[config.mk]
export PLATFORM = sky130hd
export DESIGN_NAME = uart_tx_fifo_reader_flat
export DESIGN_NICKNAME = d
export VERILOG_FILES = /design/src/rtl/uart_pkg.sv /design/src/rtl/uart_tx_fifo_reader_if.sv /design/src/rtl/uart_tx_parity_calc.sv /design/src/rtl/uart_tx_fifo_reader.sv /design/src/flat_wrapper.sv
export SDC_FILE = /design/constraint.sdc
export NUM_CORES = 1
export LEC_CHECK = 0
export ABC_CLOCK_PERIOD_IN_PS = 2820
export BUFFER_PORTS_ARGS = -buffer_cell sky130_fd_sc_hd__buf_2
export CAP_MARGIN = 10
export CORE_MARGIN = 8
export CORE_UTILIZATION = 57
export DETAILED_ROUTE_END_ITERATION = 10
export PLACE_DENSITY = 0.83
export SLEW_MARGIN = 10
export SYNTH_ARGS = -nofsm -noshare
export SYNTH_HDL_FRONTEND = slang
export SYNTH_SLANG_ARGS = --single-unit
export TNS_END_PERCENT = 50
[constraint.sdc]
create_clock -name CLK -period 2.82 [get_ports CLK]
set_input_delay 0.282 -clock CLK [delete_from_list [all_inputs] [get_ports CLK]]
set_output_delay 0.282 -clock CLK [all_outputs]
set_load 0.02 [all_outputs]
[src/rtl/uart_pkg.sv]
// UART TX shared definitions.
// State encoding, parity type codes and idle line level.
package uart_pkg;

  localparam logic [2:0] ST_IDLE   = 3'd0;
  localparam logic [2:0] ST_START  = 3'd1;
  localparam logic [2:0] ST_DATA   = 3'd2;
  localparam logic [2:0] ST_PARITY = 3'd3;
  localparam logic [2:0] ST_STOP   = 3'd4;

  typedef enum logic [2:0] {
    IDLE   = ST_IDLE,
    START  = ST_START,
    DATA   = ST_DATA,
    PARITY = ST_PARITY,
    STOP   = ST_STOP
  } state_t;

  localparam logic PAR_EVEN   = 1'b0;
  localparam logic PAR_ODD    = 1'b1;
  localparam logic IDLE_LEVEL = 1'b1;

endpackage

[src/rtl/uart_tx_fifo_reader_if.sv]
// Read side of the TX async FIFO.
// Show-ahead head word, empty flag and pop strobe.
interface uart_tx_fifo_reader_if #(
  parameter int DATA_WIDTH = 8
);
  logic                  EMPTY;
  logic [DATA_WIDTH-1:0] RD_DATA;
  logic                  R_INC;

  modport master (
    input  EMPTY,
    input  RD_DATA,
    output R_INC
  );

  modport slave (
    output EMPTY,
    output RD_DATA,
    input  R_INC
  );
endinterface

[src/rtl/uart_tx_parity_calc.sv]
// Frame parity register, captured when a byte is loaded.
// Holds its value until the next load so PARITY sees a stable bit.
module uart_tx_parity_calc
  import uart_pkg::*;
#(
  parameter int DATA_WIDTH = 8
) (
  input  logic                  CLK,
  input  logic                  RST,
  input  logic                  load,
  input  logic [DATA_WIDTH-1:0] data,
  input  logic                  par_typ,
  output logic                  parity
);

  // capture parity of the incoming byte, inverted for odd parity
  always_ff @(posedge CLK) begin
    if (RST) begin
      parity <= 1'b0;
    end else if (load) begin
      parity <= (^data) ^ (par_typ == PAR_ODD);
    end
  end

endmodule

[src/rtl/uart_tx_fifo_reader.sv]
// UART transmitter draining the TX async FIFO.
// One bit per TX_CLK cycle: start, data LSB first, parity, stop.
module uart_tx_fifo_reader
  import uart_pkg::*;
#(
  parameter int DATA_WIDTH = 8,
  parameter int STOP_BITS  = 1
) (
  input  logic                  CLK,
  input  logic                  RST,
  uart_tx_fifo_reader_if.master fifo,
  input  logic                  PAR_EN,
  input  logic                  PAR_TYP,
  output logic                  TX_OUT,
  output logic                  BUSY
);

  localparam int CW = (DATA_WIDTH > 1) ? $clog2(DATA_WIDTH) : 1;
  localparam logic [CW-1:0] BIT_LAST = CW'(DATA_WIDTH - 1);
  localparam logic SB_LAST = 1'(STOP_BITS - 1);

  state_t                state, state_n;
  logic [DATA_WIDTH-1:0] shift_reg, shift_n;
  logic [CW-1:0]         bit_cnt, bit_n;
  logic                  stop_cnt, stop_n;
  logic                  par_en_q, par_en_n;
  logic                  tx_n, rinc_q, rinc_n, busy_n;
  logic                  load, parity;

  assign fifo.R_INC = rinc_q;

  uart_tx_parity_calc #(
    .DATA_WIDTH(DATA_WIDTH)
  ) u_par (
    .CLK    (CLK),
    .RST    (RST),
    .load   (load),
    .data   (fifo.RD_DATA),
    .par_typ(PAR_TYP),
    .parity (parity)
  );

  // next-state and next-output decode; every output is registered
  always_comb begin
    state_n  = state;
    shift_n  = shift_reg;
    bit_n    = bit_cnt;
    stop_n   = stop_cnt;
    par_en_n = par_en_q;
    tx_n     = TX_OUT;
    rinc_n   = 1'b0;
    busy_n   = BUSY;
    load     = 1'b0;
    unique case (state)
      IDLE: begin
        tx_n = IDLE_LEVEL;
        if (!fifo.EMPTY) load = 1'b1;
      end
      START: begin
        state_n = DATA;
        tx_n    = shift_reg[0];
        shift_n = shift_reg >> 1;
        bit_n   = '0;
      end
      DATA: begin
        if (bit_cnt == BIT_LAST) begin
          stop_n = 1'b0;
          if (par_en_q) begin
            state_n = PARITY;
            tx_n    = parity;
          end else begin
            state_n = STOP;
            tx_n    = IDLE_LEVEL;
          end
        end else begin
          bit_n   = bit_cnt + 1'b1;
          tx_n    = shift_reg[0];
          shift_n = shift_reg >> 1;
        end
      end
      PARITY: begin
        state_n = STOP;
        tx_n    = IDLE_LEVEL;
        stop_n  = 1'b0;
      end
      STOP: begin
        if (stop_cnt == SB_LAST) begin
          if (!fifo.EMPTY) begin
            load = 1'b1;
          end else begin
            state_n = IDLE;
            busy_n  = 1'b0;
          end
        end else begin
          stop_n = stop_cnt + 1'b1;
        end
      end
      default: state_n = IDLE;
    endcase
    if (load) begin
      shift_n  = fifo.RD_DATA;
      par_en_n = PAR_EN;
      rinc_n   = 1'b1;
      tx_n     = 1'b0;
      busy_n   = 1'b1;
      state_n  = START;
    end
  end

  // state, datapath and output registers
  always_ff @(posedge CLK) begin
    if (RST) begin
      state     <= IDLE;
      shift_reg <= '0;
      bit_cnt   <= '0;
      stop_cnt  <= 1'b0;
      par_en_q  <= 1'b0;
      TX_OUT    <= IDLE_LEVEL;
      rinc_q    <= 1'b0;
      BUSY      <= 1'b0;
    end else begin
      state     <= state_n;
      shift_reg <= shift_n;
      bit_cnt   <= bit_n;
      stop_cnt  <= stop_n;
      par_en_q  <= par_en_n;
      TX_OUT    <= tx_n;
      rinc_q    <= rinc_n;
      BUSY      <= busy_n;
    end
  end

endmodule

[src/flat_wrapper.sv]
// flat-port wrapper written by rule: the top's interface ports become plain ports
module uart_tx_fifo_reader_flat import uart_pkg::*;
#(
  parameter int DATA_WIDTH = 8,
  parameter int STOP_BITS  = 1
)
  (CLK, RST, PAR_EN, PAR_TYP, TX_OUT, BUSY, fifo_EMPTY, fifo_RD_DATA, fifo_R_INC);
  uart_tx_fifo_reader_if #(.DATA_WIDTH(DATA_WIDTH)) fifo_i ();
  input  logic CLK;
  input  logic RST;
  input  logic PAR_EN;
  input  logic PAR_TYP;
  output logic TX_OUT;
  output logic BUSY;
  input wire logic [$bits(fifo_i.EMPTY)-1:0] fifo_EMPTY;
  input wire logic [$bits(fifo_i.RD_DATA)-1:0] fifo_RD_DATA;
  output wire logic [$bits(fifo_i.R_INC)-1:0] fifo_R_INC;
  assign fifo_i.EMPTY = fifo_EMPTY;
  assign fifo_i.RD_DATA = fifo_RD_DATA;
  assign fifo_R_INC = fifo_i.R_INC;
  uart_tx_fifo_reader #(.DATA_WIDTH(DATA_WIDTH), .STOP_BITS(STOP_BITS)) u_core (.CLK(CLK), .RST(RST), .fifo(fifo_i), .PAR_EN(PAR_EN), .PAR_TYP(PAR_TYP), .TX_OUT(TX_OUT), .BUSY(BUSY));
endmodule
# Word level (Yosys, flattened, before mapping)
# Index checks and enable logic that the tools add are counted.
# W data, S select, Z words.
[classes]
addsub = 2
mul = 0
div = 0
order_cmp = 0
eq_ne = 15
n_shift = 0
mux = 26
bitwise_logic = 2
n_reduce_logical = 16
[ops]
columns = ["op", "count"]
rows = [
  ["$mux W8", 2],
  ["$pmux W8 S2", 1],
  ["$mux W3", 5],
  ["$pmux W3 S5", 1],
  ["$mux W1", 13],
  ["$ne A2 B2 Y1 const B", 4],
  ["$reduce_and A4 Y1", 2],
  ["$reduce_xor A8 Y1", 1],
  ["$eq A3 B2 Y1 const B", 2],
  ["$eq A3 B3 Y1 const B", 2],
  ["$ne A3 B2 Y1 const B", 2],
  ["$pmux W1 S3", 2],
  ["$pmux W3 S2", 1],
  ["$reduce_and A2 Y1", 3],
  ["$reduce_bool A2 Y1", 3],
  ["$reduce_bool A3 Y1", 2],
  ["$ne A2 B1 Y1 const B", 2],
  ["$reduce_bool A4 Y1", 1],
  ["$reduce_or A2 Y1", 2],
  ["$add A3 B1 Y3 const B", 1],
  ["$eq A3 B1 Y1 const B", 1],
  ["$logic_not A3 Y1", 1],
  ["$ne A3 B1 Y1 const B", 1],
  ["$ne A3 B3 Y1 const B", 1],
  ["other kinds (5)", 5],
]
[totals]
reg_bits = 20
latchBits = 0
ramBits = 0
romBits = 0
in_bits = 13
out_inout_bits = 3
wordCells = 71
mem_count = 0

# Longest topological paths before layout
[logic_depth]
depth_word = 5
ltp_mapped = 7
ltp_nobuf = 6

# Modules after synthesis
# Synthesis repeated with hierarchy kept, for this count alone.
[hier_totals]
hier_cells = 111
hier_area_um2 = 998.5
[modules_own_cells]
columns = ["mod", "n_inst", "cells_each", "area_each_um2", "seq_area_each_um2"]
rows = [
  ["uart_tx_fifo_reader", 1, 99, 879.6, 360.3],
  ["uart_tx_parity_calc", 1, 12, 118.9, 20.0],
]

# Worst setup path after synthesis
# No wires, ideal clock.
[synth_timing]
kind = "register to register"
start = "register u_core.bit_cnt[0]"
end = "register u_core.shift_reg[0]"
setup_ns = 0.079
t_arrival_ns = 1.652
required_ns = 2.741
slack_ns = 1.089
stages_incl_launch_ff = 7
path_buffers = 0
synth_period_minus_slack_ns = 1.731
cell_sequence = "dfxtp_1 -> ha_1 -> ha_1 -> or3b_4 -> a21oi_4 -> a21oi_1 -> a211oi_2"
[synth_between]
elab_chain_cells = 3
[synth_lines]
columns = ["item", "line", "text"]
rows = [
  ["start, declared", "uart_tx_fifo_reader.sv:24", "logic [CW-1:0] bit_cnt, bit_n;"],
  ["start signal, assigned", "uart_tx_fifo_reader.sv:124", "bit_cnt <= bit_n;"],
  ["$eq A3 B3 Y1", "uart_tx_fifo_reader.sv:66", "if (bit_cnt == BIT_LAST) begin"],
  ["$ne A3 B2 Y1 (no line)", "n/a", ""],
  ["$reduce_and A2 Y1 (no line)", "n/a", ""],
  ["end signal, assigned", "uart_tx_fifo_reader.sv:123", "shift_reg <= shift_n;"],
  ["end, declared", "uart_tx_fifo_reader.sv:23", "logic [DATA_WIDTH-1:0] shift_reg, shift_n;"],
]
# No other way between the ends.
# A chain may end at the register's enable or synchronous reset.

# Final worst setup path
[layout_timing]
start = "register u_core.bit_cnt[0]"
end = "register u_core.shift_reg[4]"
# Same word-level chain as after synthesis.

==> out/results.ini <==
[status]
outcome=complete, no violations

[synth]
synth_seq_cells=19
yosys_warnings=0
avgSynthCellArea_um2=9.14
synth.cell_area_um2=951
netlist_top_cells_area=dfxtp_1 40%, a211oi_2 9.2%, a21oi_1 7.9%
yosysTopAreaCell=dfxtp_1
synth-main-ff-cell=dfxtp_1
syn_nets=119
async_flop_share=0
synthCells=104
synth_top_area_share=0.400
synth-edff-count=0
seq_area_frac_synth=0.400
ys_types=30

[place]
dp_cells=129
gp_congestion=0.806
dp_worst_setup_slack_ps=948
port_buffers=15
hpwlAfterDp_um=1340

[clock_tree]
cts_resized=0
cts_setup_buffers=0
cts_buffers=3
cts_sinks=19
clock_path_buffers=2
root_buffer=clkbuf_4
htree_levels=1
postCtsHoldBufs=0
worstSkewPairLatency_ps=290
cts.clk_slew.worst_paths_ps=110
cts_tree=done

[routing]
drc=0
drt_iter0_drc=16
wl_per_cell_um=13.4
wl_um=1790
via_count=751
ant_nets=0
viasPerCell=5.65
dr.pass1.iters=5

[timing]
rsz0062_at_grt=false
period_share=0.667
tns_ps=0
setup_viol=0
finClkSkew_ps=8.34
slew_viol_final=0
max_clock_freq_ghz=0.532
tightest_slew_ps=619
finalHoldViolations=0
slew-limit-headroom=0.585
setup_ws_ps=940
period_minus_slack_ps=1880

[global_routing]
track_usage=0.111
grt_max_degree=20
grt_pass1_wl_um=3030
first_global_vias=711
overflow=0
antenna_found_initial=0

[critical_path]
critPathLaunchType=flip-flop
arrival_ps=2100
cp_common_cell=ha_1
end_kind=flip-flop
setup.worst_path.class=flip-flop to flip-flop
crit_chain=ha_1 -> ha_1 -> or3b_4 -> a21oi_4 -> a21oi_1 -> a211oi_2
worst-path-buf-inv=0
max_stage_delay_ps=410
r2r_setup_slack_ps=940
critPathTopFamily=compound AO/OA/AOI/OAI gates
cp.required_ps=3040
crit_path_top_delay_cell=or3b_4
worstPathMaxFanout=10

[layout]
area_delta_synth_final_pct=8.42
seq_area_um2=380
utilization=0.669
final_cell_mix=19 x dfxtp_1, 15 x nand2_1, 15 x a21oi_1, 15 x buf_2, 10 x nor2_1
fillCellCount=129
drive_gt1_frac=0.274
layoutNonFillerInstCount=133
n_antenna_cell=0
mostFrequentLayoutCell=dfxtp_1
largest_reg_flops=8
multi_input_area_um2=520
fin_nets=133

[power]
ir_drop_v=0.000510
p_leak_uw=0.000403
finalPower_uw=556
p_per_area_nw_per_um2=539

[floorplan]
die_y_um=56.8
io_pins=16
num_rows=14
initial_core_util=0.617
design.core.area_um2=1540
fp.dieArea_um2=3230
die-width_um=56.8

[min_path]
min-delay-path-class=input port to flip-flop

[job]
drv_cap=0

## per-stage QoR
step	instance area [um2]	hold slack, ps
4_1_cts	1030	227
6_report	1030	231
2_1_floorplan	951	418
3_5_place_dp	1000	459
5_1_grt	1030	237
3_3_place_gp	1000	452
## worst register-to-register path, cell delays in order (launching register included)
cell and delay [ps]:
dfxtp_1 340, ha_1 200, ha_1 230, or3b_4 410, a21oi_4 280, a21oi_1 120, a211oi_2 240
## area by class of cell
| class | instances | area share |
|---|---|---|
| multi-input cells | 77 | 0.505 |
| flip-flops and latches | 19 | 0.369 |
| repair buffers | 15 | 0.0728 |
| clock buffers | 3 | 0.0218 |
| well taps | 16 | 0.0194 |
| inverters | 2 | 0.00728 |
| clock inverters | 1 | 0.00485 |
## layer usage
| layer | GRT usage | vias up | wire, um |
|---|---|---|---|
| met5 | 0 | - | 0 |
| met2 | 0.169 | 14 | 838 |
| met1 | 0.142 | 341 | 855 |
| li1 | - | 394 | - |
| met3 | 0.0382 | 2 | 78 |
| met4 | 0.0302 | 0 | 14 |
## final timing paths
| check | start | end | cells past startpoint |
|---|---|---|---|
| hold reg to reg | u_core.bit_cnt[1] | u_core.bit_cnt[1] | 2 |
| setup / recovery | u_core.bit_cnt[0] | u_core.shift_reg[4] | 6 |
| setup reg to reg | u_core.bit_cnt[0] | u_core.shift_reg[4] | 6 |
| hold / removal | PAR_EN | u_core.par_en_q | 3 |
## kinds of logic after synthesis
family,after synthesis,synth area share
adder cells (fa/ha/maj),2,0.0263
AND/OR/NAND/NOR,41,0.218
XOR/XNOR,6,0.0697
buffers and inverters,8,0.0526
flip-flops,19,0.400
AO/OA/AOI/OAI,28,0.233
## cell usage after synthesis (2+ instances only)
cell type and count:
nand3_1 4, dfxtp_1 19, a21oi_1 15, nor2_1 10
inv_1 2, nand3b_1 3, xor2_1 2, xnor2_1 3
a211oi_2 7, nand2_1 15, buf_4 3, ha_1 2
nand2b_1 2
## report_power, final
| group | internal [uW] | total, uW | switching [uW] |
|---|---|---|---|
| Combinational | 53.2 | 119 | 66.0 |
| Clock | 52.6 | 132 | 79.5 |
| Sequential | 290 | 305 | 14.8 |
| Total | 396 | 556 | 160 |
Power figures use the tool's default switching activity.
